<file path="src/rtl/fir_coef_ctrl_if.sv">
// Host coefficient stream for fir_coef_ctrl.
// The host is the master; the controller is the slave.
interface fir_coef_ctrl_if;
   logic [15:0] coef_in;
   logic        coef_valid;
   logic        coef_ready;

   modport master (
      output coef_in,
      output coef_valid,
      input  coef_ready
   );

   modport slave (
      input  coef_in,
      input  coef_valid,
      output coef_ready
   );
endinterface

</file>
<file path="src/rtl/fir_coef_ctrl.sv">
// Coefficient load / optional readback-verify sequencer for FIR_core.
// Streams host words into the core memory, then enables filtering.
module fir_coef_ctrl #(
   parameter int NUM_COF = 64,
   parameter int AW      = 6
) (
   input  logic           clk2,
   input  logic           rstn,
   input  logic           start,
   input  logic           verify_en,
   fir_coef_ctrl_if.slave host,
   input  logic [15:0]    rd_data,
   output logic [15:0]    cin,
   output logic [AW-1:0]  caddr,
   output logic [2:0]     cload,
   output logic           valid_in,
   output logic           busy,
   output logic           done,
   output logic           err
);

   localparam logic [AW-1:0] LAST = AW'(NUM_COF - 1);

   typedef enum logic [3:0] {
      S_IDLE, S_WR_WAIT, S_WR_SETUP, S_WR_STB,
      S_RD_SETUP, S_RD_STB, S_RD_CAP, S_CHECK,
      S_RUN, S_ERR
   } state_e;

   state_e        state_q, state_d;
   logic [15:0]   cin_q, cin_d;
   logic [15:0]   wsum_q, wsum_d;
   logic [15:0]   rsum_q, rsum_d;
   logic [AW-1:0] addr_q, addr_d;
   logic          ver_q, ver_d;
   logic          valid_q, done_q;
   logic          take, hs, last;

   assign take = start &&
                 (state_q inside {S_IDLE, S_RUN, S_ERR});
   assign hs   = (state_q == S_WR_WAIT) && host.coef_valid;
   assign last = (addr_q == LAST);

   always_ff @(posedge clk2 or negedge rstn) begin
      if (!rstn) state_q <= S_IDLE;
      else       state_q <= state_d;
   end

   always_comb begin
      state_d = state_q;
      unique case (state_q)
         S_IDLE:     if (start) state_d = S_WR_WAIT;
         S_WR_WAIT:  if (host.coef_valid) state_d = S_WR_SETUP;
         S_WR_SETUP: state_d = S_WR_STB;
         S_WR_STB: begin
            if (!last)      state_d = S_WR_WAIT;
            else if (ver_q) state_d = S_RD_SETUP;
            else            state_d = S_RUN;
         end
         S_RD_SETUP: state_d = S_RD_STB;
         S_RD_STB:   state_d = S_RD_CAP;
         S_RD_CAP:   state_d = last ? S_CHECK : S_RD_SETUP;
         S_CHECK:    state_d = (wsum_q == rsum_q) ? S_RUN : S_ERR;
         S_RUN:      if (start) state_d = S_WR_WAIT;
         S_ERR:      if (start) state_d = S_WR_WAIT;
         default:    state_d = S_IDLE;
      endcase
   end

   always_comb begin
      host.coef_ready = 1'b0;
      cload           = 3'b110;
      busy            = 1'b1;
      err             = 1'b0;
      unique case (state_q)
         S_IDLE, S_RUN: busy = 1'b0;
         S_ERR: begin
            busy = 1'b0;
            err  = 1'b1;
         end
         S_WR_WAIT:            host.coef_ready = 1'b1;
         S_WR_SETUP:           cload = 3'b010;
         S_WR_STB:             cload = 3'b000;
         S_RD_SETUP, S_RD_CAP: cload = 3'b011;
         S_RD_STB:             cload = 3'b001;
         default:              cload = 3'b110;
      endcase
   end

   // Address holds at LAST; it only reloads when the read pass begins.
   always_comb begin
      cin_d  = cin_q;
      wsum_d = wsum_q;
      rsum_d = rsum_q;
      addr_d = addr_q;
      ver_d  = ver_q;
      if (take) begin
         addr_d = '0;
         wsum_d = '0;
         rsum_d = '0;
         ver_d  = verify_en;
      end
      if (hs) begin
         cin_d  = host.coef_in;
         wsum_d = wsum_q + host.coef_in;
      end
      if (state_q == S_WR_STB) begin
         if (!last)      addr_d = addr_q + 1'b1;
         else if (ver_q) addr_d = '0;
      end
      if (state_q == S_RD_CAP) begin
         rsum_d = rsum_q + rd_data;
         if (!last) addr_d = addr_q + 1'b1;
      end
   end

   always_ff @(posedge clk2 or negedge rstn) begin
      if (!rstn) begin
         cin_q   <= '0;
         wsum_q  <= '0;
         rsum_q  <= '0;
         addr_q  <= '0;
         ver_q   <= 1'b0;
         valid_q <= 1'b0;
         done_q  <= 1'b0;
      end else begin
         cin_q   <= cin_d;
         wsum_q  <= wsum_d;
         rsum_q  <= rsum_d;
         addr_q  <= addr_d;
         ver_q   <= ver_d;
         valid_q <= (state_d == S_RUN);
         done_q  <= (state_d == S_RUN) && (state_q != S_RUN);
      end
   end

   assign cin      = cin_q;
   assign caddr    = addr_q;
   assign valid_in = valid_q;
   assign done     = done_q;

endmodule

</file>
<file path="src/flat_wrapper.sv">
// flat-port wrapper written by rule: the top's interface ports become plain ports
module fir_coef_ctrl_flat 
#(
   parameter int NUM_COF = 64,
   parameter int AW      = 6
)
  (clk2, rstn, start, verify_en, rd_data, cin, caddr, cload, valid_in, busy, done, err, host_coef_in, host_coef_valid, host_coef_ready);
  fir_coef_ctrl_if host_i ();
  input  logic clk2;
  input  logic rstn;
  input  logic start;
  input  logic verify_en;
  input  logic [15:0] rd_data;
  output logic [15:0] cin;
  output logic [AW-1:0] caddr;
  output logic [2:0] cload;
  output logic valid_in;
  output logic busy;
  output logic done;
  output logic err;
  input wire logic [$bits(host_i.coef_in)-1:0] host_coef_in;
  input wire logic [$bits(host_i.coef_valid)-1:0] host_coef_valid;
  output wire logic [$bits(host_i.coef_ready)-1:0] host_coef_ready;
  assign host_i.coef_in = host_coef_in;
  assign host_i.coef_valid = host_coef_valid;
  assign host_coef_ready = host_i.coef_ready;
  fir_coef_ctrl #(.NUM_COF(NUM_COF), .AW(AW)) u_core (.clk2(clk2), .rstn(rstn), .start(start), .verify_en(verify_en), .host(host_i), .rd_data(rd_data), .cin(cin), .caddr(caddr), .cload(cload), .valid_in(valid_in), .busy(busy), .done(done), .err(err));
endmodule
</file>
<file path="config.mk">
export PLATFORM = sky130hd
export DESIGN_NAME = fir_coef_ctrl_flat
export DESIGN_NICKNAME = d
export VERILOG_FILES = /design/src/rtl/fir_coef_ctrl_if.sv /design/src/rtl/fir_coef_ctrl.sv /design/src/flat_wrapper.sv
export SDC_FILE = /design/constraint.sdc
export NUM_CORES = 1
export LEC_CHECK = 0
export ABC_CLOCK_PERIOD_IN_PS = 5600
export CAP_MARGIN = 15
export CORE_MARGIN = 3
export CORE_UTILIZATION = 55
export DETAILED_ROUTE_END_ITERATION = 6
export PLACE_DENSITY = 0.82
export SLEW_MARGIN = 20
export SYNTH_ARGS = -nofsm -noshare
export SYNTH_HDL_FRONTEND = slang
export SYNTH_SLANG_ARGS = --single-unit
export TNS_END_PERCENT = 1
</file>
<file path="constraint.sdc">
create_clock -name clk2 -period 5.6 [get_ports clk2]
set_input_delay 1.12 -clock clk2 [delete_from_list [all_inputs] [get_ports clk2]]
set_output_delay 1.12 -clock clk2 [all_outputs]
set_load 0.005 [all_outputs]
</file>
Yosys cells after proc, flatten, opt, wreduce, memory -nomap -nowiden
Index checks and enable logic that the tools add are counted.

word-level totals
  register bits = 61
  word-level logic and storage cells = 53
  output and inout port bits = 30
  input bits = 37

operators by class
  reductions and logical operators = 9
  add/subtract/negate cells = 3
  eq/ne operators = 13
  muxes and demuxes = 20

operators with widths
  cell                 number
  $mux 16              3
  $mux 6               6
  $add 16x16->16       2
  $pmux 4 s8           1
  $eq 16x16->1         1
  $eq 4x3->1 const B   4
  $mux 4               4
  $eq 4x4->1 const B   3
  $pmux 3 s4           1
  $eq 4x2->1 const B   2
  $add 6x1->6 const B  1
  $eq 6x6->1 const B   1
  $eq 4x1->1 const B   1
  $logic_not 4->1      1
  $mux 1               4
  $ne 4x4->1 const B   1
  $reduce_bool 2->1    2
  $logic_and 1x1->1    3
  $reduce_bool 3->1    1
  $reduce_or 3->1      1
  $mux 2               1
  $reduce_or 2->1      1

Depth between registers and ports, before layout
  depth in word-level cells = 9
  depth in mapped cells = 8
  depth with buffers taken out = 8

Least setup slack after synthesis
No wires, ideal clock.

  kind = input -> register
  start point = input port rd_data[0]
  end point = register u_core.rsum_q[14]
  setup time = 130 ps
  path slack = 2,614 ps
  path buffers = 0
  stages on the path = 8
  data required time = 5,470 ps
  arrival = 2,856 ps
  cell sequence = ha_1 -> fa_1 -> a211o_1 -> a211oi_4 -> o31ai_2 -> a41oi_2 -> xor2_1 -> o21ai_1

between the ends
  word-level cells in the longest chain between the ends = 2

ends and longest elaborated chain
  what                    RTL line              text
  start: declaration      flat_wrapper.sv:13    input logic [15:0] rd_data;
  $add 16x16->16          fir_coef_ctrl.sv:112  rsum_d = rsum_q + rd_data;
  $mux 16                 fir_coef_ctrl.sv:111  if (state_q == S_RD_CAP) begin
  end signal: assignment  fir_coef_ctrl.sv:129  rsum_q <= rsum_d;
  end: declaration        fir_coef_ctrl.sv:33   logic [15:0] rsum_q, rsum_d;

Every way passes these cells.
A chain may end at the register's enable or synchronous reset.

Final worst setup path
Same ends and word-level chain as after synthesis.

==> metrics.yaml <==
synth:
  ys_ff_latch: 61
  avgSynthCellArea_sq_um: 8.91
  syn-cell-area_sq_um: 4190
  synth_cells: 470
  synth_flop_cell: "dfrtp_1"
  synth_edf_count: 0
  ys_warn_count: 0
  synthArstFlopShare_pct: 100
  yosysSeqAreaShare_pct: 36.5
  ys_types: 60
  syn_nets: 540
placed_design:
  post-dp-hpwl_mm: 7.39
  placed_cell_area_sq_um: 4900
  gp_congestion: 0.944
  numPortBuffers: 66
die:
  rows: 31
  dieArea_sq_um: 8700
  core-area_sq_um: 7330
  initial_core_util_pct: 57.1
  io_pins: 67
  fp.dieH_um: 93.3
  die_w_um: 93.3
drt:
  route.met3.wl_um: 628
  drc: 0
  wl_met2_mm: 4.81
  wl_mm: 10.2
  vias: 3687
  drtIter0Drc: 215
  ant_nets: 0
  dr.pass1.iters: 6
  vias_per_cell: 5.81
  wl_per_cell_um: 16.0
  wl_met1_mm: 4.45
  dr.max_layer_used: "met4"
critical_path:
  ff2ff_path_depth: 8
  critical_path_buf_inv_count: 1
  crit_family: "compound AO/OA/AOI/OAI gates"
  r2r-end: "u_core.rsum_q[14]$_DFFE_PN0P_"
  max_stage_delay_ns: 0.44
  reg2reg_from: "u_core.rsum_q[0]$_DFFE_PN0P_"
  cp-end-kind: "register"
  cp_max_fo: 3
  crit_chain: "clkdlybuf4s50_1 -> ha_1 -> fa_1 -> a211o_1 -> a211oi_4 -> o31ai_2 -> a41oi_2 -> xor2_1 -> o21ai_1"
  cp.arrival_ns: 3.48
  r2r_slack_ns: 3.11
  cp_slowest_cell: "fa_1"
  startpoint: "rd_data[0]"
  cp_data_required_time_ns: 5.79
  critPathKind: "primary input to register"
  cp-start-kind: "primary input"
sta:
  fmax_mhz: 305
  fin_tns_setup_ns: 0
  setup-violations-final: 0
  timing_hold_violations_final: 0
  rsz0062_at_grt: "no"
  fin_crit_ns: 3.28
  clock-skew-final_ns: 0.00806
  max-slew-margin-rel_pct: 39.7
  min_period_over_period_pct: 58.6
  tightestPinTransition_ns: 0.902
  slew_viol_final: 0
power:
  power_density_nw_per_um2: 407
  peakVddDrop_mv: 0.191
  total_power_mw: 2.08
  p_leak_nw: 2.43
finish:
  regArea_sq_um: 1530
  diodes: 0
  syn2layout_area_growth_pct: 22.1
  multiInputGateArea_sq_um: 2540
  drive_above_1_share_pct: 7.84
  finalNetCount: 602
  fillers: 570
  design_area_sq_um: 5110
  fin_util_pct: 69.7
clock_network:
  tritoncts: "done"
  cts_buffers: 9
  clk_latency_ns: 0.34
  cts_resized: 0
  clk_path_buf_depth: 2
  ctsHoldBuffers: 0
  ctsHtreeMaxLevel: 3
  clock-sinks: 61
  path_clk_slew_ns: 0.07
  cts_setup_buffers: 0
  cts-root-buf: "clkbuf_8"
min_path:
  holdPathEnd: "u_core.cin[8]$_DFFE_PN0P_"
  min_from: "u_core.cin[8]$_DFFE_PN0P_"
  hold_class: "register to register"
  whs_path_depth: 2
grt:
  overflow: 0
  grt_pass1_vias: 3600
  grtUsageTotal_pct: 24.6
  grt_max_degree: 62
  grt_first_pass_wirelength_mm: 17.1
  antenna_found_initial: 0
status:
  status: "completed"
job:
  cap_violations: 0
## worst max path at each step
stage / end / slack (ns) / depth (start not counted)
after CTS: u_core.rsum_q[14]$_DFFE_PN0P_ / 2.32 / 9
after global routing: u_core.wsum_q[12]$_DFFE_PN0P_ / 2.19 / 9
after global placement: u_core.rsum_q[14]$_DFFE_PN0P_ / 2.06 / 9
after detailed placement: u_core.rsum_q[14]$_DFFE_PN0P_ / 1.97 / 9
final: u_core.rsum_q[14]$_DFFE_PN0P_ / 2.32 / 9
after floorplan: u_core.rsum_q[14]$_DFFE_PN0P_ / 2.61 / 8
## stage by stage
stage               setup WS, ns  hold slack [ns]  instances
detailed placement          1.97            0.462        620
global placement            2.06            0.457        620
floorplan                   2.61            0.465        470
finish                      2.32            0.475        635
CTS                         2.32            0.478        635
global route                2.19            0.494        635
## flip-flops by register name (all words and copies together) (netlist names)
| register | cells |
|---|---|
| u_core.wsum_q | 16 |
| u_core.done | 1 |
| u_core.ver_q | 1 |
| u_core.valid_in | 1 |
| u_core.cin | 16 |
| u_core.rsum_q | 16 |
| u_core.state_q | 4 |
| u_core.caddr | 6 |
## power breakdown
group	total [mW]	switching (mW)	internal [mW]
combinational	0.960	0.510	0.451
sequential	0.690	0.128	0.562
clock	0.433	0.175	0.258
## layer usage
layer / vias to the layer above / track usage (%)
met3: 22 / 4.10
met5: - / 0
li1: 1808 / -
met1: 1731 / 32.9
met2: 126 / 39.2
met4: 0 / 10.5
## worst reg2reg max path, cell delays in order (launching register included)
cell,delay (ns)
dfrtp_1,0.42
ha_1,0.24
fa_1,0.44
a211o_1,0.33
a211oi_4,0.31
o31ai_2,0.15
a41oi_2,0.23
xor2_1,0.16
o21ai_1,0.07
## kinds of logic (layout without fill, tap and decap cells)
logic type	after synthesis	after routing	share of synthesized area, %
XOR/XNOR	39	39	8.16
flip-flops	61	61	36.5
buffers and inverters	27	93	2.78
multiplexers	6	6	1.46
adder cells (fa/ha/maj)	33	33	10.2
AND/OR/NAND/NOR	172	172	18.6
AO/OA/AOI/OAI	132	132	22.4
## cell usage in the layout (no fill, tap or decap), types with 4 or more instances in the layout
cell	netlist	routed
nor2_1	19	19
nand3_1	18	18
and2_1	6	6
nor3_1	6	6
nor2b_1	6	6
o21a_1	4	4
clkbuf_8	0	10
inv_1	11	11
dfrtp_1	61	61
mux2i_1	5	5
o21ai_0	42	42
xor2_1	30	30
clkdlybuf4s50_1	0	65
and3_1	6	6
a21o_1	9	9
xnor2_1	9	9
o21ai_1	7	7
nand2_1	94	94
nor4_1	4	4
a21oi_1	25	25
ha_1	31	31
## final cells by class
class / count / area share, %
Inverter: 11 / 0.808
Timing Repair Buffer: 67 / 13.0
Sequential cell: 61 / 29.9
Tap cell: 99 / 2.42
Multi-Input combinational cell: 382 / 49.8
Clock buffer: 10 / 2.69
Clock inverter: 5 / 1.47
## Yosys cell counts (all sizes together) (2+ instances only)
cell | count | area share, %
fa | 2 | 0.96
a211oi | 7 | 1.9
nor2 | 20 | 1.9
o211ai | 4 | 0.84
a41oi | 4 | 1.2
inv | 11 | 0.99
a21oi | 28 | 3.6
buf | 8 | 1.1
xor2 | 30 | 6.3
nand2 | 94 | 8.4
a22o | 3 | 0.63
or2 | 2 | 0.30
o21ai | 51 | 6.3
o31ai | 5 | 1.3
nor2b | 6 | 0.90
o22ai | 2 | 0.30
nand3b | 2 | 0.36
ha | 31 | 9.3
and2 | 8 | 1.3
clkbuf | 8 | 0.72
nor3 | 6 | 0.72
o21bai | 2 | 0.36
and3 | 6 | 0.90
o21a | 4 | 0.72
nand4 | 3 | 0.45
a211o | 2 | 0.42
nand3 | 18 | 2.2
mux2i | 5 | 1.2
nor4 | 4 | 0.60
xnor2 | 9 | 1.9
dfrtp | 61 | 36
a21o | 9 | 1.6
Power figures use the tool's default switching activity.
==> variant 1: new RTL, same settings <==
`AW` is set to 6 in 2 places; all go to 7.
--- a/src/rtl/fir_coef_ctrl.sv
+++ b/src/rtl/fir_coef_ctrl.sv
@@ -2,7 +2,7 @@
 // Streams host words into the core memory, then enables filtering.
 module fir_coef_ctrl #(
    parameter int NUM_COF = 64,
-   parameter int AW      = 6
+   parameter int AW      = 7
 ) (
    input  logic           clk2,
    input  logic           rstn,
--- a/src/flat_wrapper.sv
+++ b/src/flat_wrapper.sv
@@ -2,7 +2,7 @@
 module fir_coef_ctrl_flat 
 #(
    parameter int NUM_COF = 64,
-   parameter int AW      = 6
+   parameter int AW      = 7
 )
   (clk2, rstn, start, verify_en, rd_data, cin, caddr, cload, valid_in, busy, done, err, host_coef_in, host_coef_valid, host_coef_ready);
   fir_coef_ctrl_if host_i ();
Interface: changed (resized caddr); port bits go from 67 to 68. No check against the original RTL was run, so the function may have changed too.
==> variant 1 against the original RTL <==
Sequential cell count grew 1. Critical path depth did not move. Critical path type unchanged. Setup slack worse by 0.18 ns. Final area is 2.9% lower. Highest routed layer unchanged. Non-clock buffer count grew 1. Largest cell class unchanged. Routed wire length decreased by 8.0%. Synthesized area decreased by 2.6%. Total power is 4.8% lower. Critical endpoint unchanged.
==> variant 1: results (changes against the original RTL) <==
Hold path
  • WHS Endpoint: u_core.cin[7] (was u_core.cin[8])
  • Hold crit path type: reg2reg (unchanged)
  • Min-delay src: u_core.cin[7] (was u_core.cin[8])

Pwr
  • Combinational power: 0.000944 W (was 0.000960 W)
  • VDD IR max: 0.000226 V (was 0.000191 V)
  • Standby leakage power: 2.40 nW (was 2.43 nW)
  • Int Power: 0.00122 W (was 0.00127 W)
  • Proportion of power drawn by the clock network: 17.3% (was 20.8%)
  • Final Total Pwr: 0.00198 W (was 0.00208 W)

Clocking
  • Clock transition at path regs: 0.06 ns
  • Post-CTS Setup Inserts: 0 (unchanged)
  • CTS buffer count: 9 (unchanged)
  • CTS H-Tree Depth: 3 (unchanged)

Finish
  • Final net count: 601 (was 602)
  • Fillcell total: 576 (was 570)
  • Fraction of layout cells with a size suffix above 1: 3.18% (was 7.84%)
  • Antenna cells: 0 (unchanged)

GRT
  • Number of antenna violations at the first check in global routing: 0 (unchanged)
  • First-pass GRT wire length: 16,400 um (was 17,100 um)
  • GRT Overall Usage: 23.8% (was 24.6%)
  • Largest net degree at the start of global routing: 63 (was 62)
  • Vias in the first global route: 3,537 (was 3,600)

Critical path
  • Crit path DAT: 3.68 ns (was 3.48 ns)
  • R2r setup slk: 2.81 ns (was 3.11 ns)
  • CP Max Fanout: 4 (was 3)
  • RR Endpoint: u_core.wsum_q[5] (was u_core.rsum_q[14])
  • Reg2reg path depth: 6 (was 8)
  • Worst r2r src: u_core.state_q[3] (was u_core.rsum_q[0])

Synth
  • Register area share after synthesis: 38.0% (was 36.5%)
  • Synth cell types: 51 (was 60)
  • Area share of fa/ha/maj cells after synthesis: 10.5% (was 10.2%)
  • Top cells by area, synth: dfrtp_1, ha_1, nand2_1 (unchanged)
  • Main flop type after synthesis: dfrtp_1 (unchanged)
  • Mux cell area share after synthesis: 1.01% (was 1.46%)
  • FFs w/ async S/R, synth: 100% (unchanged)
  • Synth Area in Compound Gates: 19.6% (was 22.4%)
  • Xor/xnor share of the synthesized area: 8.37% (was 8.16%)
  • Synth cell count leaders: nand2_1, dfrtp_1, o21ai_0, ha_1 (was nand2_1, dfrtp_1, o21ai_0, ha_1, xor2_1)
  • Post-synth net total: 540 (unchanged)

Timing
  • Post-Route Skew: 0.00724 ns (was 0.00806 ns)
  • Hold Slack: 0.476 ns (was 0.475 ns)
  • Worst-Margin Slew: 0.910 ns (was 0.902 ns)

Place
  • Post-DP HPWL: 7050 um (was 7390 um)
  • Inst Count DP: 616 (was 620)
  • Routability cong.: 0.889 (was 0.944)
  • IO buf count: 67 (was 66)

Detailed routing
  • First drt pass iteration count: 5 (was 6)
  • DR WL/cell: 14.8 um (was 16.0 um)
  • Vias: 3,642 (was 3,687)
  • Drt first-iter violations: 246 (was 215)
  • Drt via density: 5.77 (was 5.81)

Status
  • Outcome: finished, final reports clean (unchanged)
variant 1: how the worst max path moves through the flow:
stage,startpoint,to,slack (ns)
final,rd_data[0],u_core.rsum_q[14],2.14
after floorplan,rd_data[0],u_core.rsum_q[14],2.44
after detailed placement,rd_data[0],u_core.rsum_q[14],1.82
after global routing,rd_data[0],u_core.rsum_q[14],1.92
after global placement,rd_data[0],u_core.rsum_q[14],1.87
after CTS,rd_data[0],u_core.rsum_q[14],2.17
variant 1: metal layers:
layer | up-vias | part of all wire (%) | GRT usage [%]
li1 | 1790 | - | -
met1 | 1737 | 44 | 30.4
met2 | 103 | 50 | 40.0
met3 | 12 | 4.4 | 5.58
met4 | 0 | 1.6 | 7.05
met5 | - | 0 | 0
variant 1: stage by stage:
stage | area, sq um | setup slack [ns]
2_1_floorplan | 4080 | 2.44
3_3_place_gp | 4800 | 1.87
4_1_cts | 4960 | 2.17
5_1_grt | 4960 | 1.92
3_5_place_dp | 4800 | 1.82
6_report | 4960 | 2.14
variant 1: cell families (layout without fill, tap and decap cells):
family,after synthesis,in the layout
AND/OR/NAND/NOR,178,178
XOR/XNOR,39,39
AO/OA/AOI/OAI,126,126
adder cells (fa/ha/maj),33,33
multiplexers,4,4
buffers and inverters,28,93
flip-flops,62,62
variant 1: cell type report:
type                    count  area, sq um  share of cell area, %
multi-input cells         380         2410                   48.6
flip-flops and latches     62         1550                   31.3
repair buffers             68          673                   13.6
clock buffers              14          163                   3.28
well taps                  96          120                   2.42
inverters                  10         37.5                  0.756
clock inverters             1         5.00                  0.101
variant 1: worst max-delay path, delay by kind of cell:
kind                     cells  cell delay (ns)
buffers and inverters        1             0.40
AND/OR/NAND/NOR              2             0.42
adder cells (fa/ha/maj)      2             0.67
AO/OA/AOI/OAI                4             1.08
==> variant 2: new RTL, same settings <==
Made on the original files. Take the reset off `wsum_q`, `rsum_q` and `addr_q` and load them in a clocked block of their own.
--- a/src/rtl/fir_coef_ctrl.sv
+++ b/src/rtl/fir_coef_ctrl.sv
@@ -117,21 +117,21 @@
    always_ff @(posedge clk2 or negedge rstn) begin
       if (!rstn) begin
          cin_q   <= '0;
-         wsum_q  <= '0;
-         rsum_q  <= '0;
-         addr_q  <= '0;
          ver_q   <= 1'b0;
          valid_q <= 1'b0;
          done_q  <= 1'b0;
       end else begin
          cin_q   <= cin_d;
-         wsum_q  <= wsum_d;
-         rsum_q  <= rsum_d;
-         addr_q  <= addr_d;
          ver_q   <= ver_d;
          valid_q <= (state_d == S_RUN);
          done_q  <= (state_d == S_RUN) && (state_q != S_RUN);
       end
+   end
+
+   always_ff @(posedge clk2) begin
+      wsum_q <= wsum_d;
+      rsum_q <= rsum_d;
+      addr_q <= addr_d;
    end
 
    assign cin      = cin_q;
Formal check against the unedited RTL: differs if rstn is asserted again (counterexample within 10 cycles, from zero or initial values and one cycle with rstn low); with rstn held inactive, the same outputs for 10 cycles.
==> variant 2 against the original RTL <==
Non-clock buffer count is the same. Core utilization rose by 1.4 points. Synthesized area fell by 4.1%. Die area is 3.8% lower. Setup slack worse by 0.16 ns. Largest power group unchanged. Total power rose by 5.8%. Sequential cell count unchanged. Final area fell by 3.3%. Cell count decreased by 4.7%. Routed wire length decreased by 6.4%. Hold slack barely moved.
==> variant 2: results (changes against the original RTL) <==
Finish
  • Multi-input combinational area share: 45.6% (was 49.8%)
  • Invs w/o clock: 17 (was 11)
  • Reg area: 0.00166 sq mm (was 0.00153 sq mm)
  • Final net count: 574 (was 602)
  • Fillcell total: 531 (was 570)
  • Fraction of layout cells with a size suffix above 1: 4.52% (was 7.84%)
  • Multi-input gates: 348 (was 382)

Synth
  • Synth cell count leaders: nand2_1, nor2_1, edfxtp_1, ha_1, o21ai_0 (was nand2_1, dfrtp_1, o21ai_0, ha_1, xor2_1)
  • Top cells by area, synth: edfxtp_1, dfrtp_1, ha_1 (was dfrtp_1, ha_1, nand2_1)
  • Synth cell types: 49 (was 60)
  • Register area share after synthesis: 41.2% (was 36.5%)
  • Synthesized area per cell: 9.19 sq um (was 8.91 sq um)
  • Number of synthesized flops with an enable pin: 32 (was 0)

Critical path
  • CP startpoint: host_coef_in[0] (was rd_data[0])
  • R2r setup slk: 3.02 ns (was 3.11 ns)
  • CP Max Fanout: 4 (was 3)
  • CP max stage delay: 0.49 ns (was 0.44 ns)
  • Worst r2r src: u_core.wsum_q[0] (was u_core.rsum_q[0])
  • CP top delay family: simple AND/OR/NAND/NOR gates (was compound AO/OA/AOI/OAI gates)
  • RR Endpoint: u_core.wsum_q[12] (was u_core.rsum_q[14])
  • Crit path DAT: 3.65 ns (was 3.48 ns)

Timing
  • Slew margin rel.: 48.8% (was 39.7%)
  • Period utilization: 61.4% (was 58.6%)
  • Hold Slack: 0.474 ns (was 0.475 ns)

Detailed routing
  • Met3 Wirelength: 724 um (was 628 um)
  • First drt pass iteration count: 5 (was 6)
  • Vias: 3,533 (was 3,687)
  • Drt via density: 5.84 (was 5.81)
  • Met2 wire len: 4490 um (was 4810 um)
  • Drt first-iter violations: 234 (was 215)
  • Wl on met1: 4100 um (was 4450 um)

Pwr
  • P_sw: 0.000849 W (was 0.000813 W)
  • VDD IR max: 0.000181 V (was 0.000191 V)

Place
  • Post-DP HPWL: 7130 um (was 7390 um)
  • Routability cong.: 0.899 (was 0.944)
  • Inst Count DP: 589 (was 620)

Hold path
  • Min-delay src: u_core.cin[3] (was u_core.cin[8])
  • WHS Endpoint: u_core.cin[3] (was u_core.cin[8])

GRT
  • Met3 Use GR: 4.31% (was 4.10%)
  • Vias in the first global route: 3,365 (was 3,600)
  • First-pass GRT wire length: 16,200 um (was 17,100 um)
  • Met2 usage: 38.0% (was 39.2%)

Status
  • Outcome: finished, final reports clean (unchanged)
-- variant 2: changes by cell type after synthesis, sizes merged, moves of 17 or more --
| cell | unedited run | this run |
|---|---|---|
| xor2 | 30 | 7 |
| nor3 | 6 | 23 |
| edfxtp | 0 | 32 |
| o21ai | 51 | 26 |
| dfrtp | 61 | 23 |
| nand2 | 94 | 65 |
-- variant 2: kinds of logic (layout without fill, tap and decap cells) --
kind of cell	count (synthesis)	after routing	synth area share [%]
mux	3	3	0.810
simple gates	171	171	19.5
buf+inv	28	100	2.71
compound gates	110	110	18.3
fa+ha+maj	33	33	10.7
xor+xnor	31	31	6.76
flops	61	61	41.2
-- variant 2: power by group through the flow --
stage               Combinational [W]  Sequential (W)  Clock [W]
finish                        0.00104        0.000789   0.000370
global route                  0.00117        0.000810   0.000395
CTS                           0.00105        0.000787   0.000375
detailed placement            0.00103        0.000796          0
global placement             0.000998        0.000788          0
floorplan                    0.000702        0.000750          0
